**src/rtl/nibble_serial_adder_pkg.sv**
```systemverilog
`default_nettype none
// ---------------------------------------------------------------------------
// nibble_serial_adder_pkg : FSM encoding and slice width for the serial adder
// Revision: 1.0
// ---------------------------------------------------------------------------
package nibble_serial_adder_pkg;

  localparam int NIBBLE_W = 4;

  typedef enum logic [1:0] {
    ST_IDLE = 2'd0,
    ST_RUN  = 2'd1,
    ST_DONE = 2'd2
  } state_e;

endpackage
`default_nettype wire

```
**src/rtl/nibble_serial_adder_rca.sv**
```systemverilog
`default_nettype none
// ---------------------------------------------------------------------------
// ripple_carry_adder_4_cin : combinational 4-bit ripple-carry slice with cin
// Revision: 1.0
// ---------------------------------------------------------------------------
module ripple_carry_adder_4_cin (
  input  logic [3:0] a,
  input  logic [3:0] b,
  input  logic       cin,
  output logic [3:0] s,
  output logic       cout
);

  logic [4:0] c;

  assign c[0] = cin;

  for (genvar i = 0; i < 4; i++) begin : g_bit
    assign s[i]   = a[i] ^ b[i] ^ c[i];
    assign c[i+1] = (a[i] & b[i]) | (c[i] & (a[i] ^ b[i]));
  end

  assign cout = c[4];

endmodule
`default_nettype wire

```
**src/rtl/nibble_serial_adder.sv**
```systemverilog
`default_nettype none
// ---------------------------------------------------------------------------
// nibble_serial_adder : WIDTH-bit adder reusing one 4-bit slice, LS nibble first
// Revision: 1.0
// ---------------------------------------------------------------------------
module nibble_serial_adder
  import nibble_serial_adder_pkg::*;
#(
  parameter int WIDTH = 16
) (
  input  logic             clk,
  input  logic             rst_n,
  input  logic             start_valid,
  output logic             start_ready,
  input  logic [WIDTH-1:0] a_in,
  input  logic [WIDTH-1:0] b_in,
  input  logic             cin,
  output logic             res_valid,
  input  logic             res_ready,
  output logic [WIDTH-1:0] sum_out,
  output logic             cout_out,
  output logic             ovf_out,
  output logic             busy
);

  localparam int NIBBLES = WIDTH / NIBBLE_W;
  localparam int IDX_W   = $clog2(NIBBLES);
  localparam logic [IDX_W-1:0] LAST_IDX = IDX_W'(NIBBLES - 1);

  state_e             state_q, state_d;
  logic [IDX_W-1:0]   idx_q, idx_d;
  logic [WIDTH-1:0]   a_q, a_d;
  logic [WIDTH-1:0]   b_q, b_d;
  logic               carry_q, carry_d;
  logic [WIDTH-1:0]   psum_q, psum_d;
  logic [WIDTH-1:0]   sum_q, sum_d;
  logic               cout_q, cout_d;
  logic               ovf_q, ovf_d;

  logic [NIBBLE_W-1:0] slice_a;
  logic [NIBBLE_W-1:0] slice_b;
  logic [NIBBLE_W-1:0] slice_s;
  logic                slice_cout;

  assign slice_a = a_q[idx_q*NIBBLE_W +: NIBBLE_W];
  assign slice_b = b_q[idx_q*NIBBLE_W +: NIBBLE_W];

  ripple_carry_adder_4_cin u_slice (
    .a    (slice_a),
    .b    (slice_b),
    .cin  (carry_q),
    .s    (slice_s),
    .cout (slice_cout)
  );

  always_comb begin
    state_d = state_q;
    idx_d   = idx_q;
    a_d     = a_q;
    b_d     = b_q;
    carry_d = carry_q;
    psum_d  = psum_q;
    sum_d   = sum_q;
    cout_d  = cout_q;
    ovf_d   = ovf_q;

    case (state_q)
      ST_IDLE: begin
        if (start_valid) begin
          a_d     = a_in;
          b_d     = b_in;
          carry_d = cin;
          idx_d   = '0;
          psum_d  = '0;
          state_d = ST_RUN;
        end
      end
      ST_RUN: begin
        psum_d[idx_q*NIBBLE_W +: NIBBLE_W] = slice_s;
        carry_d = slice_cout;
        if (idx_q == LAST_IDX) begin
          // psum_d already holds the top nibble, so the outputs see the full sum now
          idx_d   = '0;
          sum_d   = psum_d;
          cout_d  = slice_cout;
          ovf_d   = (a_q[WIDTH-1] == b_q[WIDTH-1]) && (psum_d[WIDTH-1] != a_q[WIDTH-1]);
          state_d = ST_DONE;
        end else begin
          idx_d = idx_q + IDX_W'(1);
        end
      end
      ST_DONE: begin
        if (res_ready) begin
          state_d = ST_IDLE;
        end
      end
      default: begin
        state_d = ST_IDLE;
      end
    endcase
  end

  always_ff @(posedge clk) begin
    if (!rst_n) begin
      state_q <= ST_IDLE;
      idx_q   <= '0;
      a_q     <= '0;
      b_q     <= '0;
      carry_q <= 1'b0;
      psum_q  <= '0;
      sum_q   <= '0;
      cout_q  <= 1'b0;
      ovf_q   <= 1'b0;
    end else begin
      state_q <= state_d;
      idx_q   <= idx_d;
      a_q     <= a_d;
      b_q     <= b_d;
      carry_q <= carry_d;
      psum_q  <= psum_d;
      sum_q   <= sum_d;
      cout_q  <= cout_d;
      ovf_q   <= ovf_d;
    end
  end

  assign start_ready = (state_q == ST_IDLE);
  assign res_valid   = (state_q == ST_DONE);
  assign busy        = (state_q == ST_RUN) || (state_q == ST_DONE);
  assign sum_out     = sum_q;
  assign cout_out    = cout_q;
  assign ovf_out     = ovf_q;

endmodule
`default_nettype wire

```
**config.mk**
```make
export PLATFORM = sky130hd
export DESIGN_NAME = nibble_serial_adder
export DESIGN_NICKNAME = d
export VERILOG_FILES = /design/src/rtl/nibble_serial_adder_pkg.sv /design/src/rtl/nibble_serial_adder_rca.sv /design/src/rtl/nibble_serial_adder.sv
export SDC_FILE = /design/constraint.sdc
export NUM_CORES = 1
export LEC_CHECK = 0
export CORE_MARGIN = 2
export CORE_UTILIZATION = 45
export DETAILED_ROUTE_END_ITERATION = 10
export PLACE_DENSITY = 0.72
export SYNTH_ARGS = -nofsm -noshare
export SYNTH_HDL_FRONTEND = slang
export SYNTH_HIERARCHICAL = 1
export SYNTH_SLANG_ARGS = --single-unit
```
**constraint.sdc**
```tcl
create_clock -name clk -period 3.3 [get_ports clk]
set_input_delay 0.33 -clock clk [delete_from_list [all_inputs] [get_ports clk]]
set_output_delay 0.33 -clock clk [all_outputs]
set_load 0.01 [all_outputs]
```
# [After elaboration in Yosys (flattened, before gate mapping)]
# Cells that the tools add are included.
[word_totals] ff_bits=71 in_bits=37 out_inout_bits=21 word_cells=63
[op_classes] addsub=2 n_eq_ne=8 shift=4 mux=12 bitwise=20 n_reduce_logical=8
[ops] operator="$neg 4->34" n=1
[ops] operator="$shift 4x34->16 const A" n=1
[ops] operator="$shiftx 4x34->16" n=1
[ops] operator="$pmux 16 s2" n=1
[ops] operator="$shiftx 16x5->4" n=2
[ops] operator="$bwmux 16" n=1
[ops] operator="$mux 16" n=1
[ops] operator="$mux 2" n=5
[ops] operator="$and 1x1->1" n=8
[ops] operator="$xor 1x1->1" n=8
[ops] operator="$pmux 2 s3" n=1
[ops] operator="$reduce_and 2->1" n=3
[ops] operator="$eq 2x2->1 const B" n=2
[ops] operator="$ne 2x2->1 const B" n=2
[ops] operator="$or 1x1->1" n=4
[ops] operator="$pmux 2 s2" n=1
[ops] operator="$reduce_and 3->1" n=1
[ops] operator="$add 2x1->2 const B" n=1
[ops] operator="$eq 2x1->1 const B" n=1
[ops] operator="$logic_not 2->1" n=1
[ops] operator="$ne 2x1->1 const B" n=1
[ops] operator="$pmux 1 s2" n=1
[ops] operator="$reduce_bool 2->1" n=1
[ops] operator="$eq 1x1->1" n=1
[ops] operator="other kinds (4)" n=4

# [Depth between registers and ports, before layout]
# Gate-level depths: netlist of the first run.
[logic_depth] word_depth=13 depth_mapped=13 ltp_nobuf=12

# [Modules after synthesis]
# Netlist of the first run, hierarchy kept.
[modules_own_cells] module="nibble_serial_adder" n_inst=1 cells_per_inst=352 area_each_um2=3179.3 seq_area_each_um2=1421.4
[modules_own_cells] module="ripple_carry_adder_4_cin" n_inst=1 cells_per_inst=14 area_each_um2=117.6 seq_area_each_um2=0.0

# [Least setup slack after synthesis of the first run]
# Ideal clock, no wire load.
[synth_timing] path_kind="register to register" startpoint="register idx_q[0]" endpoint="register ovf_q, in the netlist ovf_out" setup_ps=135 t_arrival_ps=3200 required_ps=3165 path_slack_ps=-36 stages_incl_launch_ff=14 n_path_buf=1 synth_period_minus_slack_ps=3336 cell_sequence="dfxtp_1 > buf_4 > mux4_2 > fa_1 > inv_1 > fa_1 > inv_1 > fa_1 > inv_1 > fa_1 > inv_1 > and4bb_2 > mux2i_1 > o221ai_1"
[synth_between] elab_chain_cells=13 word_cells_on_any_way=27 classes_between="add/sub (1); eq/ne (2); shift (4); mux (1); bitwise (17); reduce/logical (2)"
[synth_rtl] item="start, declared" line="nibble_serial_adder.sv:31" text="logic [IDX_W-1:0] idx_q, idx_d;"
[synth_rtl] item="start signal, assigned" line="nibble_serial_adder.sv:116" text="idx_q <= idx_d;"
[synth_rtl] item="$shiftx 16x5->4 (*)" line="nibble_serial_adder.sv:45" text="assign slice_a = a_q[idx_q*NIBBLE_W +: NIBBLE_W];"
[synth_rtl] item="net slice_a[0]" line="nibble_serial_adder.sv:40" text="logic [NIBBLE_W-1:0] slice_a;"
[synth_rtl] item="$xor 1x1->1" line="nibble_serial_adder_rca.sv:20" text="assign c[i+1] = (a[i] & b[i]) | (c[i] & (a[i] ^ b[i]));"
[synth_rtl] item="$and 1x1->1" line="nibble_serial_adder_rca.sv:20"
[synth_rtl] item="$or 1x1->1 (*)" line="nibble_serial_adder_rca.sv:20"
[synth_rtl] item="$and 1x1->1 (*)" line="nibble_serial_adder_rca.sv:20"
[synth_rtl] item="$or 1x1->1 (*)" line="nibble_serial_adder_rca.sv:20"
[synth_rtl] item="$and 1x1->1 (*)" line="nibble_serial_adder_rca.sv:20"
[synth_rtl] item="$or 1x1->1 (*)" line="nibble_serial_adder_rca.sv:20"
[synth_rtl] item="$xor 1x1->1 (*)" line="nibble_serial_adder_rca.sv:19" text="assign s[i] = a[i] ^ b[i] ^ c[i];"
[synth_rtl] item="net slice_s[3]" line="nibble_serial_adder.sv:42" text="logic [NIBBLE_W-1:0] slice_s;"
[synth_rtl] item="$shiftx 4x34->16 (*)" line="nibble_serial_adder.sv:79" text="psum_d[idx_q*NIBBLE_W +: NIBBLE_W] = slice_s;"
[synth_rtl] item="$bwmux 16 (*)" line="nibble_serial_adder.sv:79"
[synth_rtl] item="$ne 1x1->1 (*)" line="nibble_serial_adder.sv:86" text="ovf_d = (a_q[WIDTH-1] == b_q[WIDTH-1]) && (psum_d[WIDTH-1] != a_q[WIDTH-1]);"
[synth_rtl] item="$logic_and 1x1->1 (*)" line="nibble_serial_adder.sv:86"
[synth_rtl] item="end signal, assigned" line="nibble_serial_adder.sv:123" text="ovf_q <= ovf_d;"
[synth_rtl] item="end, declared" line="nibble_serial_adder.sv:38" text="logic ovf_q, ovf_d;"
# The timed path passes the listed nets; every way through them passes the cells marked *.
# A chain may end at the register's enable or synchronous reset.

# [Worst setup path in the final report of the first run]
[layout_timing] startpoint="register idx_q[0]" endpoint="register ovf_q, in the netlist ovf_out"
[layout_between] elab_chain_cells=13 word_cells_on_any_way=27 classes_between="add/sub (1); eq/ne (2); shift (4); mux (1); bitwise (17); reduce/logical (2)"
[layout_rtl] item="$shiftx 16x5->4 (*)" line="nibble_serial_adder.sv:46" text="assign slice_b = b_q[idx_q*NIBBLE_W +: NIBBLE_W];"
[layout_rtl] item="net slice_b[0]" line="nibble_serial_adder.sv:41" text="logic [NIBBLE_W-1:0] slice_b;"
[layout_rtl] item="$xor 1x1->1" line="nibble_serial_adder_rca.sv:20"
[layout_rtl] item="$and 1x1->1" line="nibble_serial_adder_rca.sv:20"
[layout_rtl] item="$or 1x1->1 (*)" line="nibble_serial_adder_rca.sv:20"
[layout_rtl] item="$and 1x1->1 (*)" line="nibble_serial_adder_rca.sv:20"
[layout_rtl] item="$or 1x1->1 (*)" line="nibble_serial_adder_rca.sv:20"
[layout_rtl] item="$and 1x1->1 (*)" line="nibble_serial_adder_rca.sv:20"
[layout_rtl] item="$or 1x1->1 (*)" line="nibble_serial_adder_rca.sv:20"
[layout_rtl] item="$xor 1x1->1 (*)" line="nibble_serial_adder_rca.sv:19"
[layout_rtl] item="net slice_s[3]" line="nibble_serial_adder.sv:42"
[layout_rtl] item="$shiftx 4x34->16 (*)" line="nibble_serial_adder.sv:79"
[layout_rtl] item="$bwmux 16 (*)" line="nibble_serial_adder.sv:79"
[layout_rtl] item="$ne 1x1->1 (*)" line="nibble_serial_adder.sv:86"
[layout_rtl] item="$logic_and 1x1->1 (*)" line="nibble_serial_adder.sv:86"
# Marks and branches as above.

==> out/qor.txt, run 1 <==
DRT iter0 DRCs - 117
DRC - 0
IO Port Bufs - 57
H-tree level count - 3
largest net degree at the start of global routing - 38
Req. time, crit path - 3.52 ns
Clk pin slew, worst setup/hold paths - 0.07 ns
Clock Path Buffers - 2
final setup TNS - 0 ns
worst slew pin tran - 0.622 ns
DR pass1 iterations - 4
Final nets - 468
Seq/Total Area, Yosys - 0.431
final hold viol count - 0
post-DR wirelength/cell - 14.1 um
fmax - 319 MHz
#FFs+latches synth - 71
routed vias - 2729
initial antenna violation count - 0
Layout Skew - 0.00824 ns
first-pass GRT wire length - 12.1 mm
setup slack after layout - 0.164 ns
Synth Instances - 366
part of the power in combinational logic - 0.184
Final Critical Period - 3.14 ns
RR Startpoint - idx_q[0]
dpl cell area - 3940 um2
CTS Hold Buffers Added - 0
RD Place Congestion - 0.813
max_cap viols - 0
Synth Net Count - 417
critical path type - register to register
CTS Sinks - 71
Worst-Skew Late Latency - 0.35 ns
CP arrival - 3.36 ns
core area - 7180 um2
pre-CTS setup slack - 0.0709 ns
layout cells sized above 1 - 0.107
drt total wl - 7.35 mm
startpoint types - register
type of the worst min-delay path - register to register
Num CTS Buffers - 9
CP max FO - 4
ant diodes - 0
post-route ant nets - 0
DIE WIDTH - 89.6 um
VDD IR-drop max - 0.235 mV
floorplan row count - 31
HP Start - psum_q[14]
Net Sw Frac - 0.275
P per Cell Area - 479 nW/um2
syn avg cell area - 9.01 um2
Total Routing Usage GR - 0.197
Root Buffer - clkbuf_8
Max-slew headroom - 0.585
RSZ-0062 raised after global routing - no
Area Growth Syn to Fin - 25.8%
Seq pwr share - 0.465
CTS tree - built
Critical Path End Type - register
final setup fails - 0
Die ar. - 8030 um2
outcome - finished, final reports clean
Die Ht - 89.6 um
Slew Viols, Final - 0
post-DR vias/cell - 5.25
filler cell count - 631
Lkg Pwr - 1.50 nW
Clk network pwr share - 0.351
Cell variety after synth - 40
vias in the first global route - 2601
Tcrit/Tclk final - 0.950
Initial Util - 0.459
Post-DP HPWL - 5.25 mm
Design Area, Final - 4150 um2
# IOs - 58
grt ovf - 0
switching power - 546 uW
Worst Setup SP - idx_q[0]
YS warnings - 6
P_int - 1.44 mW
cell area after synthesis - 3300 um2
[power groups by stage]
stage                     clock, mW  sequential (mW)  combinational [mW]
after floorplan                   0            0.934               0.241
after global placement            0            0.942               0.354
after detailed placement          0            0.944               0.362
after CTS                     0.707            0.924               0.363
after global routing          0.741            0.929               0.406
final                         0.696            0.924               0.365
[sequential cells by signal, indices dropped and copies added (netlist names)]
name      count
cout_out      1
idx_q         2
psum_q       16
state_q       2
a_q          16
carry_q       1
b_q          16
ovf_out       1
sum_out      16
[worst paths after layout]
kind                            slack [ns]         end  cells after the start
worst min register to register        0.46  psum_q[14]                      2
worst max-delay path                  0.16     ovf_out                     12
worst min-delay path                  0.46  psum_q[14]                      2
worst max register to register        0.16     ovf_out                     12
[Yosys cell counts]
cell,instances,area [um2]
ha_1,10,125
inv_2,1,3.75
buf_4,1,7.51
a32oi_1,5,43.8
o2111ai_1,1,8.76
o21ai_0,17,85.1
o31ai_1,3,22.5
nand2b_2,1,8.76
nand3_1,2,10.0
mux2i_1,4,40.0
a31oi_1,12,75.1
and3_1,1,6.26
buf_2,9,45.0
nand2b_1,6,37.5
nor2_1,5,18.8
a2bb2o_4,1,20.0
nor3b_4,1,18.8
fa_1,4,80.1
nor4b_4,1,23.8
a311oi_1,1,8.76
o21a_1,2,15.0
and2_1,5,31.3
and3_4,1,11.3
and3b_1,1,8.76
dfxtp_1,71,1420
a32o_1,6,60.1
nand4_1,6,37.5
nor2b_1,15,93.8
nor3b_1,2,15.0
and4bb_2,1,12.5
buf_1,1,3.75
o2bb2ai_1,6,52.6
nand2_1,68,255
inv_1,23,86.3
o32ai_1,3,26.3
o221ai_1,1,8.76
a21oi_1,45,225
mux4_2,8,180
clkbuf_1,14,52.6
nand3_2,1,10.0
[metrics by stage]
step                      instances  total power [mW]  hold slack, ns  utilization
after floorplan                 366              1.17           0.425            -
after global placement          505              1.30           0.438        0.550
after detailed placement        505              1.31           0.444        0.550
after CTS                       520              1.99           0.455        0.577
after global routing            520              2.08           0.467        0.578
final                           520              1.99           0.456        0.578
[layout make-up]
class,instances,area [um2],share of cell area
timing repair buffer,65,631,0.152
multi-input combinational,246,1680,0.405
sequential,71,1430,0.344
tap,99,124,0.0299
inverter,24,90.1,0.0217
clock buffer,11,151,0.0365
clock inverter,4,45.0,0.0109
[cell families (layout without fill, tap and decap cells)]
logic type	count (synthesis)	count (layout)	synth area share
buffers and inverters	49	104	0.0603
AO/OA/AOI/OAI	103	103	0.198
AND/OR/NAND/NOR	117	117	0.182
flip-flops	71	71	0.431
multiplexers	12	12	0.0668
adder cells (fa/ha/maj)	14	14	0.0622
[timing repair]
action	CTS	global route
endpoints found under the hold margin	0	0
setup endpoints to repair	0	3
buffers inserted	0	0
resized for setup	0	6
[routing by layer]
layer,up-vias,global-route usage,wire length (um)
li1,1376,-,-
met1,1265,0.253,3410
met2,75,0.324,3490
met3,13,0.0366,345
met4,0,0.0855,102
met5,-,0,0
[layout by cell type (no fill, tap or decap), drive strengths merged, types with 2 or more instances in the layout]
cell type / n
inv: 24
o2bb2ai: 6
a32o: 6
clkinv: 3
nand3: 3
and2: 5
nor2b: 15
mux4: 8
and3: 2
clkdlybuf4s50: 57
a32oi: 5
a21oi: 45
nand2: 68
clkbuf: 11
o31ai: 3
nand2b: 7
nor2: 5
mux2i: 4
fa: 4
o21ai: 17
dfxtp: 71
nand4: 6
o21a: 2
ha: 10
o32ai: 3
buf: 8
a31oi: 12
nor3b: 3
[critical path, cell delays in order, from the launching register on]
cell and delay [ns]:
dfxtp_4 0.38, mux4_2 0.53, fa_2 0.40, inv_2 0.06
fa_1 0.15, inv_1 0.06, fa_2 0.33, inv_2 0.06
fa_1 0.42, inv_2 0.07, and4bb_2 0.24, mux2i_1 0.18
o221ai_1 0.13
Power figures use the tool's default switching activity.
==> run 2: changes to the inputs <==
==> constraint.sdc (replaced) <==
create_clock -name clk -period 3.3 [get_ports clk]
set_input_delay 0.66 -clock clk [delete_from_list [all_inputs] [get_ports clk]]
set_output_delay 0.66 -clock clk [all_outputs]
set_load 0.01 [all_outputs]
==> out/qor.txt, run 2 (synthesis results as in run 1) <==
IO Port Bufs - 57
Root Buffer - clkbuf_8
Worst Hold End - a_q[0]
Worst Setup SP - idx_q[0]
Die ar. - 8030 um2
# resized after CTS - 0
Worst-Skew Late Latency - 0.34 ns
CP arrival - 3.38 ns
grt ovf - 0
Layout Skew - 0.00699 ns
final setup TNS - 0 ns
largest net degree at the start of global routing - 38
commonest non-fill, non-tap cell in the layout - dfxtp_1
Max stage delay on crit path - 0.52 ns
vias in the first global route - 2570
Final nets - 468
commonest cells after routing, fill and taps aside - dfxtp_1, nand2_1, clkdlybuf4s50_1, a21oi_1, inv_1
outcome - finished, final reports clean
post-route insts no fill - 519
VDD IR-drop max - 0.209 mV
Design Area, Final - 4120 um2
Req. time, crit path - 3.51 ns
Post-DP HPWL - 5.31 mm
WHS - 0.455 ns
Stages on worst setup path - 12
Worst path slowest cell - mux4_2
RSZ-0062 raised after global routing - no
CP Cell Sequence - mux4_2 > fa_1 > inv_1 > fa_2 > inv_1 > fa_2 > inv_2 > fa_1 > inv_2 > and4bb_2 > mux2i_1 > o221ai_1
ant diodes - 0
final setup fails - 0
max_cap viols - 0
Slew Viols, Final - 0
floorplan row count - 31
drt total wl - 7.31 mm
flop-to-flop setup slack - 0.13 ns
CP max FO - 4
initial antenna violation count - 0
postcts setup bufs - 0
Lkg Pwr - 1.49 nW
type of the worst min-delay path - register to register
post-DR wirelength/cell - 14.1 um
Clock Path Buffers - 2
CTS tree - built
RR Startpoint - idx_q[0]
Buffers & Inverters on Critical Path - 4
Area Growth Syn to Fin - 24.8%
# IOs - 58
P per Cell Area - 460 nW/um2
H-tree level count - 3
CTS Sinks - 71
post-route ant nets - 0
CTS Hold Buffers Added - 0
core area - 7180 um2
worst slew pin tran - 0.655 ns
startpoint types - register
Max-slew headroom - 0.551
fmax - 316 MHz
Num CTS Buffers - 9
DRT iter0 DRCs - 91
DRC - 0
DIE WIDTH - 89.6 um
layout cells sized above 1 - 0.0976
routed vias - 2726
FF-to-FF End - ovf_out
Reg2Reg Depth - 12
Tcrit/Tclk final - 0.959
crit-path leading delay family - adder cells
Clk pin slew, worst setup/hold paths - 0.07 ns
Total Routing Usage GR - 0.193
cell count after placement - 505
post-DR vias/cell - 5.25
RD Place Congestion - 0.830
Die Ht - 89.6 um
Initial Util - 0.459
DR pass1 iterations - 4
Min-Delay Path Depth - 2
HP Start - a_q[0]
critical path type - register to register
dpl cell area - 3940 um2
first-pass GRT wire length - 11.8 mm
Critical Path End Type - register
final hold viol count - 0
Final Critical Period - 3.17 ns
[run 2: changes by cell type in the layout (fill, tap and decap cells not counted), sizes merged]
| cell | change |
|---|---|
| bufinv | -1 |
| clkbuf | +2 |
| clkinv | -2 |
[run 2: final cells by class]
cell class / instances / area, um2
Sequential cell: 71 / 1430
Clock inverter: 1 / 5.00
Inverter: 24 / 90.1
Fill cell: 654 / 3060
Timing Repair Buffer: 65 / 631
Clock buffer: 13 / 159
Multi-Input combinational cell: 246 / 1680
Tap cell: 99 / 124
[run 2: power breakdown]
part           total (mW)  switching (mW)  internal [mW]  leakage (nW)
logic               0.366           0.207          0.158         0.823
clock network       0.602           0.297          0.305        0.0854
registers           0.924          0.0262          0.898         0.578
[run 2: per-stage QoR]
| step | total power, mW | util | setup slack [ns] |
|---|---|---|---|
| 6_report | 1.89 | 0.573 | 0.134 |
| 5_1_grt | 1.98 | 0.573 | 0.0114 |
| 4_1_cts | 1.90 | 0.572 | 0.0614 |
| 3_5_place_dp | 1.31 | 0.550 | 0.0715 |
| 3_3_place_gp | 1.30 | 0.550 | 0.128 |
| 2_1_floorplan | 1.17 | - | 0.0185 |
[run 2: worst max path at each step]
stage               to  slack, ns
2_1_floorplan  ovf_out       0.02
3_3_place_gp   ovf_out       0.13
3_5_place_dp   ovf_out       0.07
4_1_cts        ovf_out       0.06
5_1_grt        ovf_out       0.01
6_report       ovf_out       0.13
[run 2: routing by layer]
layer  vias up  part of all wire  wire length [um]  track usage
met5         -                 0                 0            0
li1       1379                 -                 -            -
met4         0             0.022               163       0.0801
met2        69              0.47              3440        0.316
met3        17             0.040               289       0.0402
met1      1261              0.47              3420        0.247
[run 2: worst reg2reg max path, stage by stage, from the launching register on]
cell      delay (ns)
dfxtp_4         0.37
mux4_2          0.52
fa_1            0.42
inv_1           0.08
fa_2            0.18
inv_1           0.05
fa_2            0.33
inv_2           0.06
fa_1            0.39
inv_2           0.07
and4bb_2        0.24
mux2i_1         0.18
o221ai_1        0.14
